$ cat config.mk
export PLATFORM = sky130hd
export DESIGN_NAME = pll_seq_ctrl
export DESIGN_NICKNAME = d
export VERILOG_FILES = /design/src/rtl/pll_pkg.sv /design/src/rtl/pll_lock_det.sv /design/src/rtl/pll_seq_ctrl.sv
export SDC_FILE = /design/constraint.sdc
export NUM_CORES = 1
export LEC_CHECK = 0
export ABC_AREA = 1
export CORE_MARGIN = 4
export CORE_UTILIZATION = 55
export CTS_CLUSTER_SIZE = 30
export DETAILED_ROUTE_END_ITERATION = 10
export PLACE_DENSITY_LB_ADDON = 0.15
export SLEW_MARGIN = 40
export SYNTH_ARGS = -nofsm -noshare
export SYNTH_HDL_FRONTEND = slang
export SYNTH_HIERARCHICAL = 1
export SYNTH_SLANG_ARGS = --single-unit
$ cat constraint.sdc
create_clock -name clkin -period 3.86 [get_ports clkin]
set_clock_uncertainty 0.15 [all_clocks]
set_input_delay 0.386 -clock clkin [delete_from_list [all_inputs] [get_ports clkin]]
set_output_delay 0.386 -clock clkin [all_outputs]
set_load 0.02 [all_outputs]
$ cat src/rtl/pll_pkg.sv
// Shared types and constants for the PLL configuration/lock sequencer.
package pll_pkg;

  localparam int P_W = 6;
  localparam int M_W = 10;
  localparam int S_W = 3;

  // Divider values presented to the PLL out of reset.
  localparam logic [P_W-1:0] DEF_P = 6'd1;
  localparam logic [M_W-1:0] DEF_M = 10'd1;
  localparam logic [S_W-1:0] DEF_S = 3'd0;

  // Fixed length of the bypass settle phase before the PLL is reset.
  localparam int BYPASS_CYCLES = 2;

  typedef enum logic [2:0] {
    ST_IDLE     = 3'd0,
    ST_BYPASS   = 3'd1,
    ST_RESET    = 3'd2,
    ST_LOCKWAIT = 3'd3,
    ST_LOCKED   = 3'd4,
    ST_FAIL     = 3'd5
  } pll_state_e;

endpackage

$ cat src/rtl/pll_lock_det.sv
// Phase-detector activity monitor: two-flop synchroniser on up/dn, then
// saturating quiet/active run-length counters with registered done flags.
module pll_lock_det #(
  parameter int LOCK_CYCLES   = 64,
  parameter int UNLOCK_CYCLES = 8
) (
  input  logic clk,
  input  logic rst,
  input  logic up,
  input  logic dn,
  input  logic clr,
  output logic quiet_done,
  output logic active_done
);

  localparam int QW = $clog2(LOCK_CYCLES + 1);
  localparam int AW = $clog2(UNLOCK_CYCLES + 1);
  localparam logic [QW-1:0] Q_MAX = QW'(LOCK_CYCLES);
  localparam logic [AW-1:0] A_MAX = AW'(UNLOCK_CYCLES);

  logic [1:0]    r_up_sync;
  logic [1:0]    r_dn_sync;
  logic [QW-1:0] r_quiet_cnt;
  logic [AW-1:0] r_active_cnt;
  logic          r_quiet_done;
  logic          r_active_done;
  logic          w_act;

  // Bring up/dn into the clkin domain.
  always_ff @(posedge clk) begin
    if (rst) begin
      r_up_sync <= 2'b00;
      r_dn_sync <= 2'b00;
    end else begin
      r_up_sync <= {r_up_sync[0], up};
      r_dn_sync <= {r_dn_sync[0], dn};
    end
  end

  assign w_act = r_up_sync[1] | r_dn_sync[1];

  // Run-length counters; each restarts on the opposite activity and saturates.
  always_ff @(posedge clk) begin
    if (rst || clr) begin
      r_quiet_cnt  <= '0;
      r_active_cnt <= '0;
    end else begin
      if (w_act)                   r_quiet_cnt <= '0;
      else if (r_quiet_cnt != Q_MAX) r_quiet_cnt <= r_quiet_cnt + 1'b1;
      if (!w_act)                   r_active_cnt <= '0;
      else if (r_active_cnt != A_MAX) r_active_cnt <= r_active_cnt + 1'b1;
    end
  end

  // Threshold compares are registered so the FSM sees a clean flop output.
  always_ff @(posedge clk) begin
    if (rst || clr) begin
      r_quiet_done  <= 1'b0;
      r_active_done <= 1'b0;
    end else begin
      r_quiet_done  <= (r_quiet_cnt == Q_MAX);
      r_active_done <= (r_active_cnt == A_MAX);
    end
  end

  assign quiet_done  = r_quiet_done;
  assign active_done = r_active_done;

endmodule

$ cat src/rtl/pll_seq_ctrl.sv
// PLL configuration and lock sequencer.
// Optional build macro: PLL_SEQ_RETRY_EN -- retry RESET/LOCKWAIT up to
// MAX_RETRY extra times after a lock timeout before declaring FAIL.
module pll_seq_ctrl
  import pll_pkg::*;
#(
  parameter int RST_CYCLES    = 16,
  parameter int LOCK_CYCLES   = 64,
  parameter int UNLOCK_CYCLES = 8,
  parameter int TIMEOUT       = 4096,
  parameter int MAX_RETRY     = 3
) (
  input  logic           clkin,
  input  logic           rst,
  input  logic           cfg_req,
  input  logic [P_W-1:0] cfg_p,
  input  logic [M_W-1:0] cfg_m,
  input  logic [S_W-1:0] cfg_s,
  output logic           cfg_ack,
  output logic           cfg_err,
  input  logic           up,
  input  logic           dn,
  output logic           pll_rst,
  output logic           pll_en,
  output logic           pll_bypass,
  output logic [P_W-1:0] pll_p,
  output logic [M_W-1:0] pll_m,
  output logic [S_W-1:0] pll_s,
  output logic           locked,
  output logic           busy,
  output logic           fail,
  output logic           lost_lock
);

  localparam int SEQ_W = $clog2(RST_CYCLES + 1);
  localparam logic [SEQ_W-1:0] SEQ_MAX  = SEQ_W'(RST_CYCLES);
  localparam logic [SEQ_W-1:0] BYP_LAST = SEQ_W'(BYPASS_CYCLES - 1);
  localparam logic [SEQ_W-1:0] RST_LAST = SEQ_W'(RST_CYCLES - 1);
  localparam int TO_W = $clog2(TIMEOUT + 1);
  localparam logic [TO_W-1:0] TO_MAX  = TO_W'(TIMEOUT);
  localparam logic [TO_W-1:0] TO_LAST = TO_W'(TIMEOUT - 1);

  pll_state_e     r_state, w_state_nxt;
  logic [SEQ_W-1:0] r_seq_cnt;
  logic [TO_W-1:0]  r_to_cnt;
  logic [P_W-1:0] r_p;
  logic [M_W-1:0] r_m;
  logic [S_W-1:0] r_s;
  logic r_ack, r_err, r_lost, r_fail;
  logic w_can_accept, w_cfg_ok, w_accept, w_reject;
  logic w_quiet_done, w_active_done, w_det_clr, w_to_hit;
  logic w_lost, w_retry_inc;

`ifdef PLL_SEQ_RETRY_EN
  localparam int RT_W = (MAX_RETRY > 0) ? $clog2(MAX_RETRY + 1) : 1;
  logic [RT_W-1:0] r_retry;
`else
  logic w_unused_retry_cfg;
  assign w_unused_retry_cfg = (MAX_RETRY != 0);
`endif

  // Requests are taken only in settled states; the cycle carrying the
  // previous ack/err is skipped so a still-held request is not re-taken.
  assign w_can_accept = cfg_req && !r_ack && !r_err &&
                        (r_state == ST_IDLE || r_state == ST_LOCKED || r_state == ST_FAIL);
  assign w_cfg_ok = (cfg_p != '0) && (cfg_m != '0);
  assign w_accept = w_can_accept && w_cfg_ok;
  assign w_reject = w_can_accept && !w_cfg_ok;
  assign w_to_hit = (r_to_cnt == TO_LAST);

  // Detector counters only run while the PLL is out of reset.
  assign w_det_clr = !(r_state == ST_LOCKWAIT || r_state == ST_LOCKED);

  pll_lock_det #(
    .LOCK_CYCLES  (LOCK_CYCLES),
    .UNLOCK_CYCLES(UNLOCK_CYCLES)
  ) u_lock_det (
    .clk        (clkin),
    .rst        (rst),
    .up         (up),
    .dn         (dn),
    .clr        (w_det_clr),
    .quiet_done (w_quiet_done),
    .active_done(w_active_done)
  );

  // State register.
  always_ff @(posedge clkin) begin
    if (rst) r_state <= ST_IDLE;
    else     r_state <= w_state_nxt;
  end

  // Next-state logic; a valid request overrides everything in accepting states.
  always_comb begin
    w_state_nxt = r_state;
    w_lost      = 1'b0;
    w_retry_inc = 1'b0;
    if (w_accept) begin
      w_state_nxt = ST_BYPASS;
    end else begin
      case (r_state)
        ST_IDLE:     w_state_nxt = ST_IDLE;
        ST_BYPASS:   if (r_seq_cnt == BYP_LAST) w_state_nxt = ST_RESET;
        ST_RESET:    if (r_seq_cnt == RST_LAST) w_state_nxt = ST_LOCKWAIT;
        ST_LOCKWAIT: begin
          if (w_quiet_done) begin
            w_state_nxt = ST_LOCKED;
          end else if (w_to_hit) begin
`ifdef PLL_SEQ_RETRY_EN
            if (r_retry < RT_W'(MAX_RETRY)) begin
              w_state_nxt = ST_RESET;
              w_retry_inc = 1'b1;
            end else begin
              w_state_nxt = ST_FAIL;
            end
`else
            w_state_nxt = ST_FAIL;
`endif
          end
        end
        ST_LOCKED: begin
          if (w_active_done) begin
            w_state_nxt = ST_BYPASS;
            w_lost      = 1'b1;
          end
        end
        ST_FAIL:     w_state_nxt = ST_FAIL;
        default:     w_state_nxt = ST_IDLE;
      endcase
    end
  end

  // Phase timer for BYPASS/RESET; restarts on every state change.
  always_ff @(posedge clkin) begin
    if (rst || (r_state != w_state_nxt)) r_seq_cnt <= '0;
    else if (r_seq_cnt != SEQ_MAX)      r_seq_cnt <= r_seq_cnt + 1'b1;
  end

  // Lock timeout: counts LOCKWAIT cycles of the current attempt.
  always_ff @(posedge clkin) begin
    if (rst || r_state != ST_LOCKWAIT) r_to_cnt <= '0;
    else if (r_to_cnt != TO_MAX)       r_to_cnt <= r_to_cnt + 1'b1;
  end

`ifdef PLL_SEQ_RETRY_EN
  // Retry budget, refilled by each accepted request.
  always_ff @(posedge clkin) begin
    if (rst || w_accept) r_retry <= '0;
    else if (w_retry_inc) r_retry <= r_retry + 1'b1;
  end
`endif

  // Divider registers, handshake pulses and sticky fail flag.
  always_ff @(posedge clkin) begin
    if (rst) begin
      r_p    <= DEF_P;
      r_m    <= DEF_M;
      r_s    <= DEF_S;
      r_ack  <= 1'b0;
      r_err  <= 1'b0;
      r_lost <= 1'b0;
      r_fail <= 1'b0;
    end else begin
      r_ack  <= w_accept;
      r_err  <= w_reject;
      r_lost <= w_lost;
      if (w_accept) begin
        r_p    <= cfg_p;
        r_m    <= cfg_m;
        r_s    <= cfg_s;
        r_fail <= 1'b0;
      end else if (w_state_nxt == ST_FAIL) begin
        r_fail <= 1'b1;
      end
    end
  end

  assign cfg_ack    = r_ack;
  assign cfg_err    = r_err;
  assign lost_lock  = r_lost;
  assign fail       = r_fail;
  assign pll_p      = r_p;
  assign pll_m      = r_m;
  assign pll_s      = r_s;
  assign pll_en     = (r_state == ST_LOCKWAIT) || (r_state == ST_LOCKED);
  assign pll_rst    = !pll_en;
  assign pll_bypass = (r_state != ST_LOCKED);
  assign locked     = (r_state == ST_LOCKED);
  assign busy       = (r_state == ST_BYPASS) || (r_state == ST_RESET) ||
                      (r_state == ST_LOCKWAIT);

endmodule
# Yosys cells after proc, flatten, opt, wreduce, memory -nomap -nowiden
# Cells that the tools add are included.
[op_classes] addsub=4 eq_ne=18 mux=8 bitwise=3 n_reduce_logical=25
[ops] cell="$mux 3" count=6
[ops] cell="$pmux 3 s5" count=1
[ops] cell="$add 13x1->13 const B" count=1
[ops] cell="$eq 13x12->1 const B" count=1
[ops] cell="$ne 13x13->1 const B" count=1
[ops] cell="$reduce_bool 10->1" count=1
[ops] cell="$eq 3x3->1 const B" count=3
[ops] cell="$logic_or 1x1->1" count=8
[ops] cell="$add 7x1->7 const B" count=1
[ops] cell="$eq 7x7->1 const B" count=1
[ops] cell="$ne 7x7->1 const B" count=1
[ops] cell="$eq 3x2->1 const B" count=2
[ops] cell="$logic_and 1x1->1" count=6
[ops] cell="$reduce_bool 6->1" count=1
[ops] cell="$reduce_or 2->1" count=3
[ops] cell="$add 5x1->5 const B" count=1
[ops] cell="$eq 5x1->1 const B" count=1
[ops] cell="$eq 5x4->1 const B" count=1
[ops] cell="$ne 5x5->1 const B" count=1
[ops] cell="$add 4x1->4 const B" count=1
[ops] cell="$eq 4x4->1 const B" count=1
[ops] cell="$logic_not 1->1" count=4
[ops] cell="$ne 4x4->1 const B" count=1
[ops] cell="$eq 3x1->1 const B" count=1
[ops] cell="other kinds (8)" count=9
[word_totals] reg_bits=61 in_bits=24 wordCells=74

# Depth between registers and ports, before layout
[logic_depth] ltp_word=8 ltp_mapped=13

# Hierarchy
# The synthesis kept the hierarchy.
[by_module_without_submodules] mod="pll_seq_ctrl" instances=1 cells_per_inst=263 area_per_inst_um2=2015.7 seq_area_each_um2=880.8
[by_module_without_submodules] mod="pll_lock_det" instances=1 cells_per_inst=98 area_per_inst_um2=752.0 seq_area_each_um2=340.3

# Least setup slack after synthesis
# OpenSTA, ideal clock, no wires.
[synth_path] path_type="reg-to-output" startpoint="register r_state[1]" endpoint="output pll_en" arrival_ns=1.538 required_ns=3.324 slack_ns=1.786 stages_incl_launch_ff=6 path_cell_list="dfxtp_1 > nor2_2 > nand2_1 > inv_1 > nor2_1 > inv_1"
[synth_between] elab_chain_len=2 elab_cells_between_ends=3 classes_between="2 x eq/ne; 1 x reduce/logical"
[synth_lines] item="from (decl)" line_no="pll_seq_ctrl.sv:43" text="pll_state_e r_state, w_state_nxt;"
[synth_lines] item="from (signal assigned)" line_no="pll_seq_ctrl.sv:90" text="else r_state <= w_state_nxt;"
[synth_lines] item="$eq 3x3->1"
[synth_lines] item="via locked" line_no="pll_seq_ctrl.sv:29" text="output logic locked,"
[synth_lines] item="$logic_or 1x1->1" line_no="pll_seq_ctrl.sv:185" text="assign pll_en = (r_state == ST_LOCKWAIT) || (r_state == ST_LOCKED);"
[synth_lines] item="to (decl)" line_no="pll_seq_ctrl.sv:24" text="output logic pll_en,"
# The timed path passes the listed nets, and every way through them passes these cells.

# Worst setup path after layout
[layout_path] startpoint="register r_state[1]" endpoint="output pll_rst"
[layout_between] elab_chain_len=3 elab_cells_between_ends=4 classes_between="2 x eq/ne; 2 x reduce/logical"
[layout_lines] item="$eq 3x2->1 or $eq 3x3->1 (tied branches)" line_no="pll_seq_ctrl.sv:185"
[layout_lines] item="$logic_or 1x1->1 (*)" line_no="pll_seq_ctrl.sv:185"
[layout_lines] item="$logic_not 1->1 (*)" line_no="pll_seq_ctrl.sv:186" text="assign pll_rst = !pll_en;"
[layout_lines] item="to (decl)" line_no="pll_seq_ctrl.sv:23" text="output logic pll_rst,"
# Mark *: on every way between the ends. The rest lies on a longest branch, timed or not.

==> results by group <==
Timing
  – Endpoints failing hold: 0
  – Setup TNS: 0 ns
  – Final setup margin: 1.31 ns
  – RSZ-0062 raised after global routing: no
  – Minimum clock period: 2.55 ns
  – Worst-Margin Slew: 0.593 ns
  – Max-slew violations: 0
  – Setup violations, final: 0
  – Rel. slew slack: 0.603
  – Max Freq: 0.393 GHz
  – Period utilization: 0.660

Synth
  – Post-synth top area share: 0.441
  – Post-synthesis simple-gate area fraction: 0.262
  – Cell count after synthesis: approximately 360
  – Largest cells by area after synthesis: dfxtp_1 (44%), inv_1 (8.5%), nand2_1 (7.5%)
  – Synthesized area per cell: 7.67 sq um
  – Largest family of logic cells by synthesized area: simple AND/OR/NAND/NOR gates
  – Multiplexer share of the synthesized area: 0
  – Mapped Area: 0.00277 sq mm
  – Yosys warns: 6
  – Count of cell types in the netlist: 33
  – Post-synth top area cell: dfxtp_1
  – Synth Net Count: 395
  – Register area share after synthesis: 0.441
  – Post-synthesis compound-gate area fraction: 0.122
  – Adder-Cell Fraction of Synth Area: 0.0452
  – Synth Area in XOR/XNOR: 0.0285
  – Seq cells post-synth: 61

Floorplan
  – Die footprint: 0.00623 sq mm
  – Die height: 78.9 um
  – Row cnt: 25
  – Die Wd: 78.9 um
  – Initial Util: 0.578
  – IO Pins: 52
  – Core area: 0.00479 sq mm

Power
  – Switch share: 0.254
  – Clock network power share: 0.416
  – Leak: 0.00145 uW
  – P_sw: 413 uW
  – PwrDens: 453 mW/mm^2
  – Max VDD drop: between 200 and 300 uV
  – Sequential Power Share: 0.424
  – Int Pwr: 1210 uW
  – Gate power share: 0.160

Critical path
  – CP arrival: between 2 and 2.5 ns
  – Startpoint types: flop
  – Critical path class: flop to output port
  – Worst reg2reg startpoint: r_seq_cnt[0]
  – CP Launch Point: r_state[1]
  – Critical Path RT: 3.32 ns
  – Crit-path max FO: 6
  – Critical path capture point type: output port

Clocking
  – CTS Hold Bufs: 0
  – Clock Path Buffers: 2
  – Worst skew pair latency: 0.34 ns
  – CTS root buffer: clkbuf_8
  – Num CTS Buffers: 9
  – Post-CTS resize count: 0
  – CTS tree: yes
  – H-tree depth: 3
  – Reg clk slew, reported paths: 0.07 ns
  – Post-CTS setup repair buffer count: 0
  – Sink Count: 61

Final layout
  – Area grow syn2layout: 29.6%
  – Diodes inserted: 0
  – NumNets Final: around 460
  – Fillers: 380
  – Commonest non-fill, non-tap cell in the layout: inv_1
  – Finished Layout Cells: 493
  – Layout cell share with drive strength beyond 1: 0.110
  – Most frequent cells in the layout: inv_1 (63), dfxtp_1 (61), nand2_1 (55), nor2_1 (51), clkdlybuf4s50_1 (51)
  – Multi-input logic area: ~0.0013 sq mm
  – Register Area: 0.00122 sq mm

GRT
  – Initial antenna violation count: 0
  – M2 GR Usage: 0.341
  – Total congestion overflow: 0
  – First-pass GRT wire length: 10.4 mm
  – Tot GR Track Use: 0.211
  – Vias in the first global route: 2511
  – GR peak layer: met2
  – Routing usage on met3: 0.0692
  – Largest net degree at the start of global routing: 18
  – GRT met1 Usage: 0.245

Routing
  – 1st-iter DRT viols: 108
  – Post-route ant nets: 0
  – First drt pass iteration count: 4
  – Final wirelength: 5.95 mm
  – Post-route DRC: 0
  – Vias/cell: 4.93
  – Routed length per placed instance: 12.1 um
  – Via count: ~2400

Min path
  – Hold Path Class: flop to flop
  – Hold path start: u_lock_det/r_dn_sync[0]

Placed design
  – Dpl cells: 477
  – DP HPWL: 4.30 mm
  – Gpl congestion: 0.886
  – Setup WS pre-CTS: 1.52 ns
  – PortBufs: 51

Run
  – Maxcap violations: 0

Run status
  – Status: completed
[logic make-up after synthesis]
kind of cell / after synthesis
AOI/OAI and AO/OA: 55
xor gates and xnor gates: 9
adders and majority gates: 10
buffers and inverters: 71
DFF: 61
and+or+nand+nor: 155
[sequential cells by signal, indices dropped and copies added (netlist names)]
| signal | cells |
|---|---|
| fail | 1 |
| pll_p | 6 |
| cfg_ack | 1 |
| pll_s | 3 |
| u_lock_det/r_dn_sync | 2 |
| pll_m | 10 |
| u_lock_det/r_up_sync | 2 |
| u_lock_det/r_quiet_cnt | 7 |
| u_lock_det/quiet_done | 1 |
| r_state | 3 |
| u_lock_det/r_active_cnt | 4 |
| lost_lock | 1 |
| r_to_cnt | 13 |
| u_lock_det/active_done | 1 |
| cfg_err | 1 |
| r_seq_cnt | 5 |
[final timing paths]
path | to | slack (ns) | depth (start not counted)
setup / recovery | pll_rst | 1.31 | 5
hold / removal | u_lock_det/r_dn_sync[1] | 0.26 | 2
setup reg to reg | r_seq_cnt[1] | 1.91 | 11
hold reg to reg | u_lock_det/r_dn_sync[1] | 0.26 | 2
[critical path, cell delays in order, from the launching register on]
cell and delay (ns):
dfxtp_1 0.49, nor2_2 0.11, nand2_1 0.12, inv_1 0.07
nor2_1 0.23, clkdlybuf4s50_1 0.66
[power by group through the flow]
stage | logic, uW | clock network, uW | registers (uW)
2_1_floorplan | 127 | 0 | 727
3_3_place_gp | 251 | 0 | 702
3_5_place_dp | 256 | 0 | 702
4_1_cts | 260 | 689 | 689
5_1_grt | 283 | 720 | 694
6_report | 259 | 676 | 689
[cell usage after synthesis]
cell      count
nor3_1       11
xnor2_1       3
inv_1        63
a21oi_2       1
nor2_1       51
buf_6         1
nand4_1       4
nor2_4        2
a211oi_1      1
o211ai_2      1
inv_2         4
o31ai_1       1
o22a_1        2
o21ai_1       3
clkinv_1      1
nor2_2        9
inv_4         1
ha_1         10
nand2_4       1
nand3_4       1
nand3b_1      1
nand3_2       5
nand3_1       9
a22o_1        9
dfxtp_1      61
a31oi_1       1
o21bai_1      1
xor2_1        6
buf_4         1
a21oi_1      18
nand2_1      55
nand2_2       6
o21ai_0      17
[metrics by stage]
step	power, uW	instance area, sq um	utilization	hold WS [ns]
2_1_floorplan	853	2770	-	0.238
3_3_place_gp	953	3340	0.699	0.240
3_5_place_dp	958	3340	0.699	0.243
4_1_cts	1640	3590	0.750	0.263
5_1_grt	1700	3590	0.750	0.277
6_report	1620	3590	0.750	0.260
[cell type report]
cell class	instances	share of cell area
multi-input combinational	229	0.353
clock inverter	3	0.0181
clock buffer	13	0.0499
inverter	69	0.0729
tap	67	0.0234
timing repair buffer	51	0.142
sequential	61	0.340
[routing by layer]
metal  part of all wire  up-vias
met5                  0        -
met3              0.064       13
met2               0.46       59
li1                   -     1265
met4              0.022        0
met1               0.46     1095
Power figures use the tool's default switching activity.
